### src/rtl/sonar_pkg.sv
// Shared types and sizing helpers for the multi-channel sonar scanner.
package sonar_pkg;

  typedef enum logic [2:0] {
    IDLE,
    TRIG,
    WAIT_RISE,
    MEASURE,
    GAP
  } sonar_state_t;

  // Channel-index width: $clog2 of the channel count, never below one bit.
  function automatic int unsigned idx_width(input int unsigned n);
    return (n > 1) ? $clog2(n) : 1;
  endfunction

  // Width of a counter that must hold every value 0..n.
  function automatic int unsigned cnt_width(input int unsigned n);
    return (n > 0) ? $clog2(n + 1) : 1;
  endfunction

  // All-ones value of a w-bit result; used for saturation and timeouts.
  function automatic logic [63:0] sat_value(input int unsigned w);
    return (w >= 64) ? {64{1'b1}} : ((64'd1 << w) - 64'd1);
  endfunction

endpackage

### src/rtl/sonar_median3.sv
// Per-channel median-of-three filter: the two previous raw results plus the
// incoming one form the window; the median is registered on each update.
module sonar_median3 #(
  parameter int unsigned W = 20
) (
  input  logic         clk,
  input  logic         reset,
  input  logic         in_valid,
  input  logic [W-1:0] in_data,
  output logic [W-1:0] med
);

  logic [W-1:0] h0_q, h1_q;
  logic [W-1:0] lo, hi, mid, med_d;

  // median(a,b,c) = max(min(a,b), min(max(a,b), c))
  always_comb begin
    lo    = (in_data < h0_q) ? in_data : h0_q;
    hi    = (in_data < h0_q) ? h0_q : in_data;
    mid   = (hi < h1_q) ? hi : h1_q;
    med_d = (mid > lo) ? mid : lo;
  end

  // Shift the window and latch the new median on each raw result.
  always_ff @(posedge clk or negedge reset) begin
    if (!reset) begin
      h0_q <= '0;
      h1_q <= '0;
      med  <= '0;
    end else if (in_valid) begin
      h1_q <= h0_q;
      h0_q <= in_data;
      med  <= med_d;
    end
  end

endmodule

### src/rtl/sonar_array.sv
// Round-robin N-channel ultrasonic ranger engine. One channel at a time is
// triggered, its echo width is measured in clk cycles, and a per-channel range
// is published with valid/timeout strobes, followed by a settle gap.
// Optional build macro SONAR_MEDIAN_EN: publish the median of the last three
// raw results per channel, one cycle later than the raw result.
module sonar_array
  import sonar_pkg::*;
#(
  parameter int unsigned N_CH           = 3,
  parameter int unsigned CNT_W          = 20,
  parameter int unsigned TRIG_CYCLES    = 500,
  parameter int unsigned TIMEOUT_CYCLES = 1500000,
  parameter int unsigned GAP_CYCLES     = 50000
) (
  input  logic                  clk,
  input  logic                  reset,
  input  logic                  enable,
  input  logic [N_CH-1:0]       echo,
  output logic [N_CH-1:0]       trig,
  output logic [N_CH*CNT_W-1:0] range,
  output logic [N_CH-1:0]       range_valid,
  output logic [N_CH-1:0]       timeout,
  output logic                  busy
);

  localparam int unsigned CH_W  = idx_width(N_CH);
  localparam int unsigned TW_T  = cnt_width(TRIG_CYCLES);
  localparam int unsigned TW_G  = cnt_width(GAP_CYCLES);
  localparam int unsigned PH_W  = (TW_T > TW_G) ? TW_T : TW_G;
  localparam int unsigned TMO_W = cnt_width(TIMEOUT_CYCLES);
  localparam int unsigned PAD_N = 1 << CH_W;

  localparam logic [CNT_W-1:0] SAT       = CNT_W'(sat_value(CNT_W));
  localparam logic [PH_W-1:0]  TRIG_LAST = PH_W'(TRIG_CYCLES - 1);
  localparam logic [PH_W-1:0]  GAP_LAST  = PH_W'(GAP_CYCLES);
  localparam logic [TMO_W-1:0] TMO_LAST  = TMO_W'(TIMEOUT_CYCLES - 1);
  localparam logic [CH_W-1:0]  CH_LAST   = CH_W'(N_CH - 1);

  sonar_state_t      state_q;
  logic [CH_W-1:0]   ch_q, ch_nxt;
  logic [PH_W-1:0]   phase_q;
  logic [TMO_W-1:0]  tmo_q;
  logic [CNT_W-1:0]  width_q;
  logic [N_CH-1:0]   sync1_q, sync2_q;
  logic [PAD_N-1:0]  sync_pad;
  logic              echo_act, echo_prev_q, tmo_hit;
  logic [N_CH-1:0]   trig_q, pub_valid_q, pub_tout_q;
  logic [CNT_W-1:0]  res_q   [N_CH];
  logic [CNT_W-1:0]  out_arr [N_CH];

  // Two-flop synchroniser on every echo pin.
  always_ff @(posedge clk or negedge reset) begin
    if (!reset) begin
      sync1_q <= '0;
      sync2_q <= '0;
    end else begin
      sync1_q <= echo;
      sync2_q <= sync1_q;
    end
  end

  // Pad to a power of two so the channel index never selects past the vector.
  assign sync_pad = PAD_N'(sync2_q);
  assign echo_act = sync_pad[ch_q];
  assign tmo_hit  = (tmo_q == TMO_LAST);

  // Next channel in round-robin order.
  always_comb begin
    ch_nxt = (ch_q == CH_LAST) ? '0 : ch_q + 1'b1;
  end

  // Scan FSM: trigger, wait for a fresh rise, measure, publish, settle.
  always_ff @(posedge clk or negedge reset) begin
    if (!reset) begin
      state_q     <= IDLE;
      ch_q        <= '0;
      phase_q     <= '0;
      tmo_q       <= '0;
      width_q     <= '0;
      echo_prev_q <= 1'b0;
      trig_q      <= '0;
      pub_valid_q <= '0;
      pub_tout_q  <= '0;
      for (int i = 0; i < N_CH; i++) res_q[i] <= '0;
    end else begin
      pub_valid_q <= '0;
      pub_tout_q  <= '0;
      // Previous sample of the active channel; ch is stable from TRIG onward.
      echo_prev_q <= echo_act;
      unique case (state_q)
        IDLE: begin
          if (enable) begin
            state_q <= TRIG;
            trig_q  <= N_CH'(1) << ch_q;
            phase_q <= '0;
          end
        end
        TRIG: begin
          if (phase_q == TRIG_LAST) begin
            trig_q  <= '0;
            tmo_q   <= '0;
            state_q <= WAIT_RISE;
          end else begin
            phase_q <= phase_q + 1'b1;
          end
        end
        WAIT_RISE, MEASURE: begin
          // Timeout is checked first so it wins over a same-cycle echo fall.
          if (tmo_hit) begin
            for (int i = 0; i < N_CH; i++) if (ch_q == CH_W'(i)) res_q[i] <= SAT;
            pub_valid_q <= N_CH'(1) << ch_q;
            pub_tout_q  <= N_CH'(1) << ch_q;
            phase_q     <= '0;
            state_q     <= GAP;
          end else begin
            tmo_q <= tmo_q + 1'b1;
            if (state_q == WAIT_RISE) begin
              // Requiring a low sample first rejects an echo still high from before.
              if (echo_act && !echo_prev_q) begin
                width_q <= CNT_W'(1);
                state_q <= MEASURE;
              end
            end else if (echo_act) begin
              width_q <= (width_q == SAT) ? width_q : width_q + 1'b1;
            end else begin
              for (int i = 0; i < N_CH; i++) if (ch_q == CH_W'(i)) res_q[i] <= width_q;
              pub_valid_q <= N_CH'(1) << ch_q;
              phase_q     <= '0;
              state_q     <= GAP;
            end
          end
        end
        GAP: begin
          if (phase_q == GAP_LAST) begin
            ch_q    <= ch_nxt;
            phase_q <= '0;
            if (enable) begin
              trig_q  <= N_CH'(1) << ch_nxt;
              state_q <= TRIG;
            end else begin
              state_q <= IDLE;
            end
          end else begin
            phase_q <= phase_q + 1'b1;
          end
        end
        default: state_q <= IDLE;
      endcase
    end
  end

  assign trig = trig_q;
  assign busy = (state_q != IDLE);

`ifdef SONAR_MEDIAN_EN
  logic [N_CH-1:0] valid_dly_q, tout_dly_q;

  // Strobes follow the registered median by one cycle.
  always_ff @(posedge clk or negedge reset) begin
    if (!reset) begin
      valid_dly_q <= '0;
      tout_dly_q  <= '0;
    end else begin
      valid_dly_q <= pub_valid_q;
      tout_dly_q  <= pub_tout_q;
    end
  end

  for (genvar i = 0; i < N_CH; i++) begin : g_med
    sonar_median3 #(
      .W(CNT_W)
    ) u_med (
      .clk     (clk),
      .reset   (reset),
      .in_valid(pub_valid_q[i]),
      .in_data (res_q[i]),
      .med     (out_arr[i])
    );
  end

  assign range_valid = valid_dly_q;
  assign timeout     = tout_dly_q;
`else
  for (genvar i = 0; i < N_CH; i++) begin : g_raw
    assign out_arr[i] = res_q[i];
  end

  assign range_valid = pub_valid_q;
  assign timeout     = pub_tout_q;
`endif

  for (genvar i = 0; i < N_CH; i++) begin : g_pack
    assign range[i*CNT_W +: CNT_W] = out_arr[i];
  end

endmodule

### config.mk
export PLATFORM = sky130hd
export DESIGN_NAME = sonar_array
export DESIGN_NICKNAME = d
export VERILOG_FILES = /design/src/rtl/sonar_pkg.sv /design/src/rtl/sonar_median3.sv /design/src/rtl/sonar_array.sv
export SDC_FILE = /design/constraint.sdc
export NUM_CORES = 1
export LEC_CHECK = 0
export ABC_AREA = 0
export CORE_MARGIN = 3
export CORE_UTILIZATION = 60
export DETAILED_ROUTE_END_ITERATION = 8
export GPL_ROUTABILITY_DRIVEN = 0
export GPL_TIMING_DRIVEN = 0
export PLACE_DENSITY = 0.85
export SYNTH_ARGS = -nofsm -noshare
export SYNTH_HDL_FRONTEND = slang
export SYNTH_HIERARCHICAL = 1
export SYNTH_SLANG_ARGS = --single-unit
### constraint.sdc
create_clock -name clk -period 4.3 [get_ports clk]
set_input_delay 0.86 -clock clk [delete_from_list [all_inputs] [get_ports clk]]
set_output_delay 0.86 -clock clk [all_outputs]
set_load 0.1 [all_outputs]
# After elaboration in Yosys (flattened, before gate mapping)
# Cells that the tools add are included.
# totals
regBits	138
in_bits	6
# op_classes
reduce_logical	19
n_eq_ne	24
shifts	2
n_bitwise	1
mux	46
order_cmp	1
addsub	4
# ops
operator	n
$mux W20	10
$mux W60	3
$mux W16	6
$pmux W16 S4	1
$mux W3	17
$mux W21	2
$pmux W21 S2	1
$add A21 B1 Y21 const B	1
$eq A21 B21 Y1 const B	1
$add A20 B1 Y20 const B	1
$eq A20 B20 Y1 const B	1
$reduce_and A5 Y1	4
$add A16 B1 Y16 const B	1
$eq A16 B16 Y1 const B	1
$eq A16 B9 Y1 const B	1
$ne A2 B2 Y1 const B	8
$pmux W3 S4	1
$reduce_and A4 Y1	3
$pmux W3 S3	1
$ne A4 B4 Y1 const B	2
$eq A3 B2 Y1 const B	2
$ne A3 B3 Y1 const B	2
$reduce_bool A3 Y1	2
$shl A1 B2 Y3 const A	2
other kinds (20)	23

# Longest topological paths before layout
# logic_depth
ltp_word	7
ltp_mapped	9
depth_no_buf	7

# Worst setup path after synthesis
# OpenSTA, ideal clock, no wires.
# synth_timing
path_type	register -> register
start	register phase_q[2]
end	register phase_q[13]
stages_incl_launch_ff	7
t_arrival_ns	2.257
setup_slack_ns	1.922
setup_ns	0.122
synth_period_minus_slack_ns	2.378
cell_sequence	dfrtp_1 > or4_4 > or4_4 > a31o_1 > buf_4 > a22o_1 > a32o_1
# synth_via
elab_chain_len	3
word_cells_on_any_way	8
# synth_rtl
item	line	rtl
start: declaration	sonar_array.sv:41	logic [PH_W-1:0] phase_q;
start signal: assignment	sonar_array.sv:104	phase_q <= phase_q + 1'b1;
start signal: assignment	sonar_array.sv:144	phase_q <= phase_q + 1'b1;
$add A16 B1 Y16, or another cell as far along	sonar_array.sv:104, sonar_array.sv:144	
$mux W16, or another cell as far along	sonar_array.sv:134	if (phase_q == GAP_LAST) begin
$pmux W16 S4 or $reduce_and A5 Y1 (tied branches)	--	
# Several ways; a longest one is shown, not always the timed one. The select of a mux whose other input is x is not followed.
# A chain may end at the register's enable or synchronous reset.

# Worst setup path in the final report
# layout_timing
start	register state_q[2]
end	output port busy
# layout_via
elab_chain_len	1
# layout_rtl
item	line	rtl
start: declaration	sonar_array.sv:39	sonar_state_t state_q;
start signal: assignment	sonar_array.sv:75	state_q <= IDLE;
start signal: assignment	sonar_array.sv:93	state_q <= TRIG;
start signal: assignment	sonar_array.sv:102	state_q <= WAIT_RISE;
$reduce_bool A3 Y1	sonar_array.sv:153	assign busy = (state_q != IDLE);
end: declaration	sonar_array.sv:23	output logic busy
# No other way between the ends.

==> results_dict.tcl <==
set metrics [dict create \
    antenna_left 0 \
    numCtsBuffers 17 \
    grt_pass1_vias 5374 \
    nNetsFinal 705 \
    grt_usage_pct 27.0 \
    syn_nets 610 \
    slew_violations 0 \
    cp_max_fo 10 \
    pin_count 76 \
    cts_buffer_depth 2 \
    die_area_um2 12200 \
    drive_above_1_share_pct 18.0 \
    async_reset_ff_share_pct 100 \
    synth_mux_area_share_pct 12.0 \
    synthSimpleGateAreaFrac_pct 17.1 \
    vias 5393 \
    drtPass1Iterations 6 \
    ir_worst_vdd_mv 0.286 \
    wl_per_cell_um 19.3 \
    htreeDepth 4 \
    crit_arrival_ns 2.69 \
    clk_latency_ns 0.52 \
    critPathLaunchType "flip-flop" \
    core.rowCount 37 \
    antenna_found_initial 0 \
    clkTransAtPathRegs_ns 0.06 \
    criticalPathCategory "flip-flop to primary output" \
    yosys-top-cells-area "dfrtp_1 (53%), mux2_2 (10%), a31oi_1 (4.2%), nand2_1 (2.1%), nand3_1 (2.0%)" \
    post-route-drc-count 0 \
    dieWidth_um 110 \
    fin_crit_sh_pct 82.5 \
    cts_resized 0 \
    r2r-start "tmo_q[0]" \
    rsz0062_at_grt "no" \
    ctsHoldBuffers 0 \
    powerDensity_nw_per_um2 337 \
    hp-class "input pin to async pin" \
    routed_via_density 6.40 \
    synth_edf_count 0 \
    reg2reg_depth 8 \
    power.leakage_uw 0.00375 \
    netlist_area_um2 6540 \
    rrSetupSlack_ns 1.30 \
    fmax_ghz 0.282 \
    ys_warn_count 6 \
    final.setup_skew_ns 0.0103 \
    post-route-util_pct 76.8 \
    crit_required_ns 3.44 \
    fp.dieH_um 110 \
    synth_area_leader_cell "dfrtp_1" \
    grt_max_degree 90 \
    slew_headroom_pct 18.5 \
    synth_top_family_by_area "simple AND/OR/NAND/NOR gates" \
    post_cts_buffers 0 \
    synth_top_area_share_pct 52.8 \
    finalNonFillerCells 842 \
    setup_viol 0 \
    cts_root_buf "clkbuf_8" \
    synth.most_common_cell "dfrtp_1" \
    syn-instance-count 600 \
    synth-compound-area-share_pct 13.3 \
    r2r_end "range[20]" \
    max_cap_viol_count 0 \
    area_growth_pct 22.9 \
    fin_crit_ns 3.55 \
    grt_pass1_wl_um 26800 \
    dp_cells 812 \
    outcome "finished clean" \
    numPortBuffers 75 \
    cts_tree "yes" \
    initial_utilization_pct 62.5 \
    core-area_um2 10500 \
    ys_top_cells_by_count "dfrtp_1 (138), mux2_2 (61), a31oi_1 (44), nand2_1 (37), nor2_1 (29)" \
    globalRouteOverflowTotal 0 \
    synth_cell_types 56 \
    cts.sinks 138 \
    wl_um 16200 \
    synth-xor-area-share_pct 1.07 \
    end_kind "primary output" \
    yosys_register_bits 138 \
    initialDrtViolationCount 515 \
    synth_fa_ha_area_share_pct 0.765 \
    place_hpwl_um 10700 \
    synth_top_flop_cell "dfrtp_1" \
    num_antenna_cells 0 \
    syn_avg_cell_area_um2 10.9 \
    seq_area_frac_synth_pct 52.8 \
    final_hold_viol_count 0 \
    worst_pin_slew_ns 1.21 \
]
per-stage QoR:
step,setup WS [ns],TNS [ns],total power (uW),hold WS [ns],cell area [um^2]
floorplan,1.92,0,1330,0.331,6540
global placement,-2.78,-381.81,1360,0.334,7460
detailed placement,1.23,0,1370,0.339,7490
CTS,0.750,0,2720,0.276,8040
global route,0.653,0,2790,0.297,8040
finish,0.751,0,2710,0.272,8040
metal layers:
layer / part of all wire, % / GRT usage [%]
met2: 48 / 43.0
met3: 8.0 / 6.52
met4: 2.1 / 10.8
met1: 42 / 35.9
met5: 0 / 0
cell usage in the layout (no fill, tap or decap), drive strengths merged, types with 5 or more instances in the layout:
| cell | synthesis | routed |
|---|---|---|
| clkdlybuf4s50 | 0 | 74 |
| dfrtp | 138 | 138 |
| and3 | 13 | 13 |
| nor2b | 7 | 7 |
| xnor2 | 5 | 5 |
| nor2 | 29 | 29 |
| nand3 | 26 | 26 |
| nand2b | 6 | 6 |
| buf | 12 | 14 |
| nor4 | 7 | 7 |
| or2 | 20 | 20 |
| clkinv | 0 | 8 |
| a22o | 6 | 6 |
| a21oi | 17 | 17 |
| nand4 | 19 | 19 |
| mux2 | 66 | 66 |
| nand2 | 37 | 37 |
| o31ai | 10 | 10 |
| o21ai | 21 | 21 |
| nor3 | 8 | 8 |
| clkbuf | 17 | 35 |
| inv | 17 | 18 |
| a31oi | 44 | 44 |
| o211ai | 5 | 5 |
| or4 | 11 | 11 |
| a41oi | 6 | 6 |
critical path, stage by stage, from the launching register on:
cell and delay, ns:
dfrtp_1 0.42, clkbuf_1 0.38, or3_1 0.23, clkdlybuf4s50_1 1.14
power breakdown:
| group | internal [uW] | switching, uW | total (uW) |
|---|---|---|---|
| Sequential | 1300 | 0.998 | 1300 |
| Clock | 816 | 548 | 1360 |
| Combinational | 8.62 | 30.6 | 39.2 |
| Total | 2130 | 579 | 2710 |
sequential cells by signal, indices dropped and copies added, names as in the netlist, 2 cells and up:
name and cells:
tmo_q 21, sync2_q 3, range 60, phase_q 16
state_q 3, range_valid 3, ch_q 2, sync1_q 3
timeout 3, width_q 20, trig 3
how the worst max path moves through the flow:
stage          startpoint     endpoint  slack (ns)
2_1_floorplan  phase_q[2]  phase_q[13]        1.92
3_3_place_gp        reset    range[45]       -2.78
3_5_place_dp       enable   phase_q[7]        1.23
4_1_cts        state_q[2]         busy        0.75
5_1_grt        state_q[2]         busy        0.65
6_report       state_q[2]         busy        0.75
area by class of cell:
cell class                 instances  area (um^2)
buffer                            29          131
inverter                          17         63.8
fill                             674         2420
multi-input combinational        416         2890
sequential                       138         3450
clock inverter                    12          128
timing repair buffer              76          779
tap                              136          170
clock buffer                      18          418
logic make-up (layout without fill, tap and decap cells):
logic type               count (synthesis)  after routing
AND/OR/NAND/NOR                        203            203
flip-flops                             138            138
AO/OA/AOI/OAI                          131            131
multiplexers                            70             70
buffers and inverters                   46            152
XOR/XNOR                                 8              8
adder cells (fa/ha/maj)                  4              4
(Power assumes the default switching activity.)
